$ cat src/rtl/io_bridge.sv
// -----------------------------------------------------------------------------
// io_bridge
//
// Splits CPU accesses between a RAM path and a multi-channel IO path. The top
// address bit selects IO. RAM accesses are decoded combinationally and passed
// straight through. IO accesses are latched and presented to one IO channel
// until the channel acknowledges. The CPU is stalled while this happens, and
// the IO read data is returned in a one-cycle DONE state.
//
// Ports
//   clk, reset            rising-edge clock, synchronous active-high reset
//   cpu_valid/addr/wdata/rw
//                         CPU request; rw=1 is a write
//   cpu_rdata             IO result; held until the next IO completion
//   cpu_stall             CPU must hold its request
//   cpu_err               one-cycle pulse in DONE on a bad channel or timeout
//   ram_en, ram_rw        combinational RAM strobe and direction
//   io_req, io_sel        IO request and one-hot channel select
//   io_port, io_wdata, io_rw
//                         latched port number, write data and direction
//   io_ack, io_rdata      IO acknowledge and read data
//
// Build option
//   IO_BRIDGE_TIMEOUT_EN  when defined, REQ is abandoned after TIMEOUT_CYC
//                         cycles without io_ack (error, all-ones data).
//                         When undefined, REQ waits for io_ack indefinitely.
//
// state | meaning
// ------+------------------------------------------------------------------
// IDLE  | no IO in flight; an IO request is latched here
// REQ   | io_req high towards the selected channel, waiting for io_ack
// DONE  | one cycle; cpu_rdata/cpu_err valid, stall released
// -----------------------------------------------------------------------------
module io_bridge #(
    parameter int ADDR_W      = 48,
    parameter int DATA_W      = 64,
    parameter int IO_W        = 16,
    parameter int PORT_W      = 16,
    parameter int N_PORTS     = 4,
    parameter int TIMEOUT_CYC = 255
) (
    input  logic              clk,
    input  logic              reset,
    input  logic              cpu_valid,
    input  logic [ADDR_W-1:0] cpu_addr,
    input  logic [DATA_W-1:0] cpu_wdata,
    input  logic              cpu_rw,
    output logic [DATA_W-1:0] cpu_rdata,
    output logic              cpu_stall,
    output logic              cpu_err,
    output logic              ram_en,
    output logic              ram_rw,
    output logic              io_req,
    output logic [N_PORTS-1:0] io_sel,
    output logic [PORT_W-1:0] io_port,
    output logic [IO_W-1:0]   io_wdata,
    output logic              io_rw,
    input  logic              io_ack,
    input  logic [IO_W-1:0]   io_rdata
);

    // A single-channel build still keeps a one-bit index, tied to zero.
    localparam int CH_W = (N_PORTS > 1) ? $clog2(N_PORTS) : 1;
    localparam logic [CH_W:0] N_LIM = N_PORTS[CH_W:0];

    typedef enum logic [1:0] {
        IDLE = 2'd0,
        REQ  = 2'd1,
        DONE = 2'd2
    } state_t;

    state_t state;
    state_t state_nxt;

    logic              io_access;
    logic [CH_W-1:0]   addr_ch;
    logic              ch_bad;
    logic              io_start;
    logic              timeout_hit;

    logic [CH_W-1:0]   ch_q;
    logic [PORT_W-1:0] port_q;
    logic [IO_W-1:0]   wdata_q;
    logic              rw_q;

    // Only a few address/data bits feed the IO path.
    logic unused_in;
    assign unused_in = ^{cpu_addr, cpu_wdata};

    assign io_access = cpu_valid & cpu_addr[ADDR_W-1];

    generate
        if (N_PORTS > 1) begin : g_ch
            assign addr_ch = cpu_addr[PORT_W +: CH_W];
        end else begin : g_ch_single
            assign addr_ch = '0;
        end
    endgenerate

    // Index field can encode more channels than exist when N_PORTS is not a
    // power of two.
    assign ch_bad   = ({1'b0, addr_ch} >= N_LIM);
    assign io_start = (state == IDLE) & io_access;

`ifdef IO_BRIDGE_TIMEOUT_EN
    localparam int CNT_W = $clog2(TIMEOUT_CYC + 1);

    logic [CNT_W-1:0] tmo_cnt;

    // Counter holds the number of REQ cycles already completed, so the limit
    // is hit during REQ cycle number TIMEOUT_CYC.
    always_ff @(posedge clk) begin
        if (reset) begin
            tmo_cnt <= '0;
        end else if (io_start) begin
            tmo_cnt <= '0;
        end else if (state == REQ) begin
            tmo_cnt <= tmo_cnt + 1'b1;
        end
    end

    assign timeout_hit = (state == REQ) && (tmo_cnt == CNT_W'(TIMEOUT_CYC - 1));
`else
    assign timeout_hit = 1'b0;
`endif

    // State register
    always_ff @(posedge clk) begin
        if (reset) begin
            state <= IDLE;
        end else begin
            state <= state_nxt;
        end
    end

    // Next-state logic
    always_comb begin
        state_nxt = state;
        case (state)
            IDLE: begin
                if (io_access) begin
                    state_nxt = ch_bad ? DONE : REQ;
                end
            end
            REQ: begin
                if (io_ack || timeout_hit) begin
                    state_nxt = DONE;
                end
            end
            DONE:    state_nxt = IDLE;
            default: state_nxt = IDLE;
        endcase
    end

    // Request latch, result register and error pulse
    always_ff @(posedge clk) begin
        if (reset) begin
            ch_q      <= '0;
            port_q    <= '0;
            wdata_q   <= '0;
            rw_q      <= 1'b0;
            cpu_rdata <= '0;
            cpu_err   <= 1'b0;
        end else begin
            cpu_err <= 1'b0;
            if (io_start) begin
                ch_q    <= addr_ch;
                port_q  <= cpu_addr[PORT_W-1:0];
                wdata_q <= cpu_wdata[IO_W-1:0];
                rw_q    <= cpu_rw;
                if (ch_bad) begin
                    cpu_err   <= 1'b1;
                    cpu_rdata <= '1;
                end
            end
            if (state == REQ) begin
                // An acknowledge in the timeout cycle still completes normally.
                if (io_ack) begin
                    cpu_rdata <= DATA_W'(io_rdata);
                end else if (timeout_hit) begin
                    cpu_err   <= 1'b1;
                    cpu_rdata <= '1;
                end
            end
        end
    end

    // Outputs
    always_comb begin
        ram_en    = cpu_valid & ~cpu_addr[ADDR_W-1];
        ram_rw    = cpu_valid & ~cpu_addr[ADDR_W-1] & cpu_rw;
        cpu_stall = io_start | (state == REQ);
        io_req    = (state == REQ);
        io_port   = port_q;
        io_wdata  = wdata_q;
        io_rw     = rw_q;
        io_sel    = '0;
        for (int i = 0; i < N_PORTS; i++) begin
            if ((state == REQ) && (ch_q == CH_W'(i))) begin
                io_sel[i] = 1'b1;
            end
        end
    end

endmodule

$ cat config.mk
export PLATFORM = sky130hd
export DESIGN_NAME = io_bridge
export DESIGN_NICKNAME = d
export VERILOG_FILES = /design/src/rtl/io_bridge.sv
export SDC_FILE = /design/constraint.sdc
export NUM_CORES = 1
export LEC_CHECK = 0
export BUFFER_PORTS_ARGS = -buffer_cell sky130_fd_sc_hd__buf_2
export CAP_MARGIN = 10
export CORE_MARGIN = 2
export CORE_UTILIZATION = 35
export DETAILED_ROUTE_END_ITERATION = 6
export GPL_ROUTABILITY_DRIVEN = 0
export PLACE_DENSITY = 0.74
export SYNTH_ARGS = -nofsm -noshare
export SYNTH_HDL_FRONTEND = slang
export SYNTH_SLANG_ARGS = --single-unit
$ cat constraint.sdc
create_clock -name clk -period 1.3 [get_ports clk]
set_input_delay 0.39 -clock clk [delete_from_list [all_inputs] [get_ports clk]]
set_output_delay 0.39 -clock clk [all_outputs]
set_load 0.005 [all_outputs]
==> metrics.cfg <==
[cts]
clkTransAtPathRegs_ns=0.09
clock_path_buffers=2
cts_root_buffer=clkbuf_8
clock-sinks=53
numCtsBuffers=5
cts_max_level=2
insertion_delay_ns=0.30
cts_tree=done

[timing]
finalHoldViolCount=0
period_needed_ns=1.63
post-route-period-util=1.26
fin_skew_ns=0.00557
clock.fmax_ghz=0.612
drv_slew=0
final.setup.worst_slack_ns=-0.333
timing.hold.ws_ns=0.334
grt_setup_unrepaired=true
setup_viol=41

[place]
place_ws_ns=-0.0933
portBuffers=112
postPlaceCellArea_sq_um=3290
dp_hpwl_um=4080

[route]
detail_route.first_pass.iterations=4
wirelength_um=6000
first_iter_violations=27
vias=2091
postRouteAntennaNets=0
wl_per_cell_um=11.9
drc=0
post_drt_via_cell_ratio=4.16

[synth]
synthDistinctLibCells=22
yosys.area.top_type=dfxtp_1
synthTopCellsByArea=dfxtp_1 38%, nand2b_1 23%, mux2i_1 18%
yosysSeqAreaShare=0.376
syn_area_sq_um=2820
synthCells=288
ys_ff_latch=53
synth_warnings=0
synth_area_per_cell_sq_um=9.81
post-synth-top-area-fraction=0.376

[floorplan]
fp.dieW_um=93.8
start_util=0.364
die_area_sq_um=8800
pin_count=239
die_y_um=93.8
placementRows=32
core_sq_um=7770

[run_status]
status=finished with violations
violations=setup timing

[worst_setup_path]
required_ns=0.91
cp-end-kind=primary output
crit_arrival_ns=1.24
crit_type=flip-flop to primary output
cp_max_fo=5
cp-start-kind=flip-flop

[cells_and_area]
antenna_cells=0
area_delta_synth_final_pct=24.5
drive_gt1_frac=0.344
fin_area_sq_um=3520
finalNetCount=533
utilization=0.453

[power]
peakVddDrop_mv=0.426
power_density_nw_per_um2=908
p_total_mw=3.19
leakagePower_nw=1.66

[global_routing]
track_usage=0.122
antenna_found_initial=0
grt_pass1_vias=1864
grt_pass1_wl_um=8660
grt-ovfl-total=0
grt_max_degree=59

[flow_run]
drv_cap=0

[hold_path]
min_path_type=input port to flip-flop

[placed cells by master, fill, tap and decap left out, types with 2 or more instances in the layout]
| cell | n |
|---|---|
| nand2b_1 | 102 |
| conb_1 | 49 |
| mux2i_1 | 49 |
| dfxtp_2 | 2 |
| mux2i_2 | 2 |
| buf_2 | 110 |
| clkbuf_16 | 3 |
| buf_4 | 3 |
| clkbuf_8 | 5 |
| clkbuf_1 | 3 |
| dfxtp_1 | 51 |
| buf_12 | 5 |
| nor3b_2 | 2 |
[power breakdown]
part | internal, mW | switching, mW
Sequential | 1.70 | 0.0390
Clock | 0.385 | 0.513
Combinational | 0.312 | 0.250
Total | 2.39 | 0.802
[worst max-delay path, stage by stage (launching register included)]
cell	delay [ns]
dfxtp_2	0.34
or2b_4	0.30
nor3b_2	0.17
buf_2	0.14
[kinds of logic after synthesis]
family                 count (synthesis)  share of synthesized area
AOI/OAI and AO/OA                      1                    0.00177
buffers and inverters                 67                      0.180
DFF                                   53                      0.376
muxes                                 51                      0.181
other                                  1                    0.00133
and+or+nand+nor                      115                      0.261
[synthesized netlist by cell type (all sizes together)]
cell type and instances:
or3b 1, or2b 1, conb 1, and2 1, and3b 1, buf 56
nand2 1, nand4bb 1, and3 1, dfxtp 53, inv 1, nor3b 2
nor3 1, clkbuf 10, nor2b 2, and4bb 1, a21oi 1, nand2b 102
mux2i 51
[state kept, by name, summed over array words and instances (netlist names)]
name,flops
cpu_rdata,16
io_wdata,16
ch_q,2
state,2
io_port,16
io_rw,1
[cell type report]
class / instances / area [sq um]
inverter: 1 / 3.75
sequential: 53 / 1060
clock buffer: 8 / 80.1
timing repair buffer: 123 / 774
multi-input combinational: 216 / 1470
tap: 102 / 128
fill: 757 / 4250
[worst paths after layout]
kind	start	end	slack [ns]	cells past startpoint
setup / recovery	state[0]	io_sel[1]	-0.33	3
hold / removal	io_rdata[8]	cpu_rdata[8]	0.33	3
setup reg to reg	state[0]	ch_q[0]	-0.09	4
hold reg to reg	io_wdata[6]	io_wdata[6]	0.47	2
[what timing repair did]
action,in CTS,in global routing
pin swaps,4,3
resized for setup,7,7
setup endpoints to repair,8,42
hold buffers,0,0
endpoints found under the hold margin,0,0
setup buffers,1,1
cloned,0,4
[metal layers]
metal / GRT usage / vias up / part of all wire
li1: - / 1040 / -
met1: 0.146 / 933 / 0.43
met2: 0.203 / 114 / 0.46
met3: 0.0457 / 4 / 0.096
met4: 0.0399 / 0 / 0.0093
met5: 0 / - / 0
[metrics by stage]
stage / setup TNS [ns] / instances
detailed placement: -0.533 / 489
CTS: -2.22 / 498
floorplan: 0 / 336
global placement: -0.162 / 489
global route: -6.10 / 503
finish: -3.35 / 503
Power figures use the tool's default switching activity.
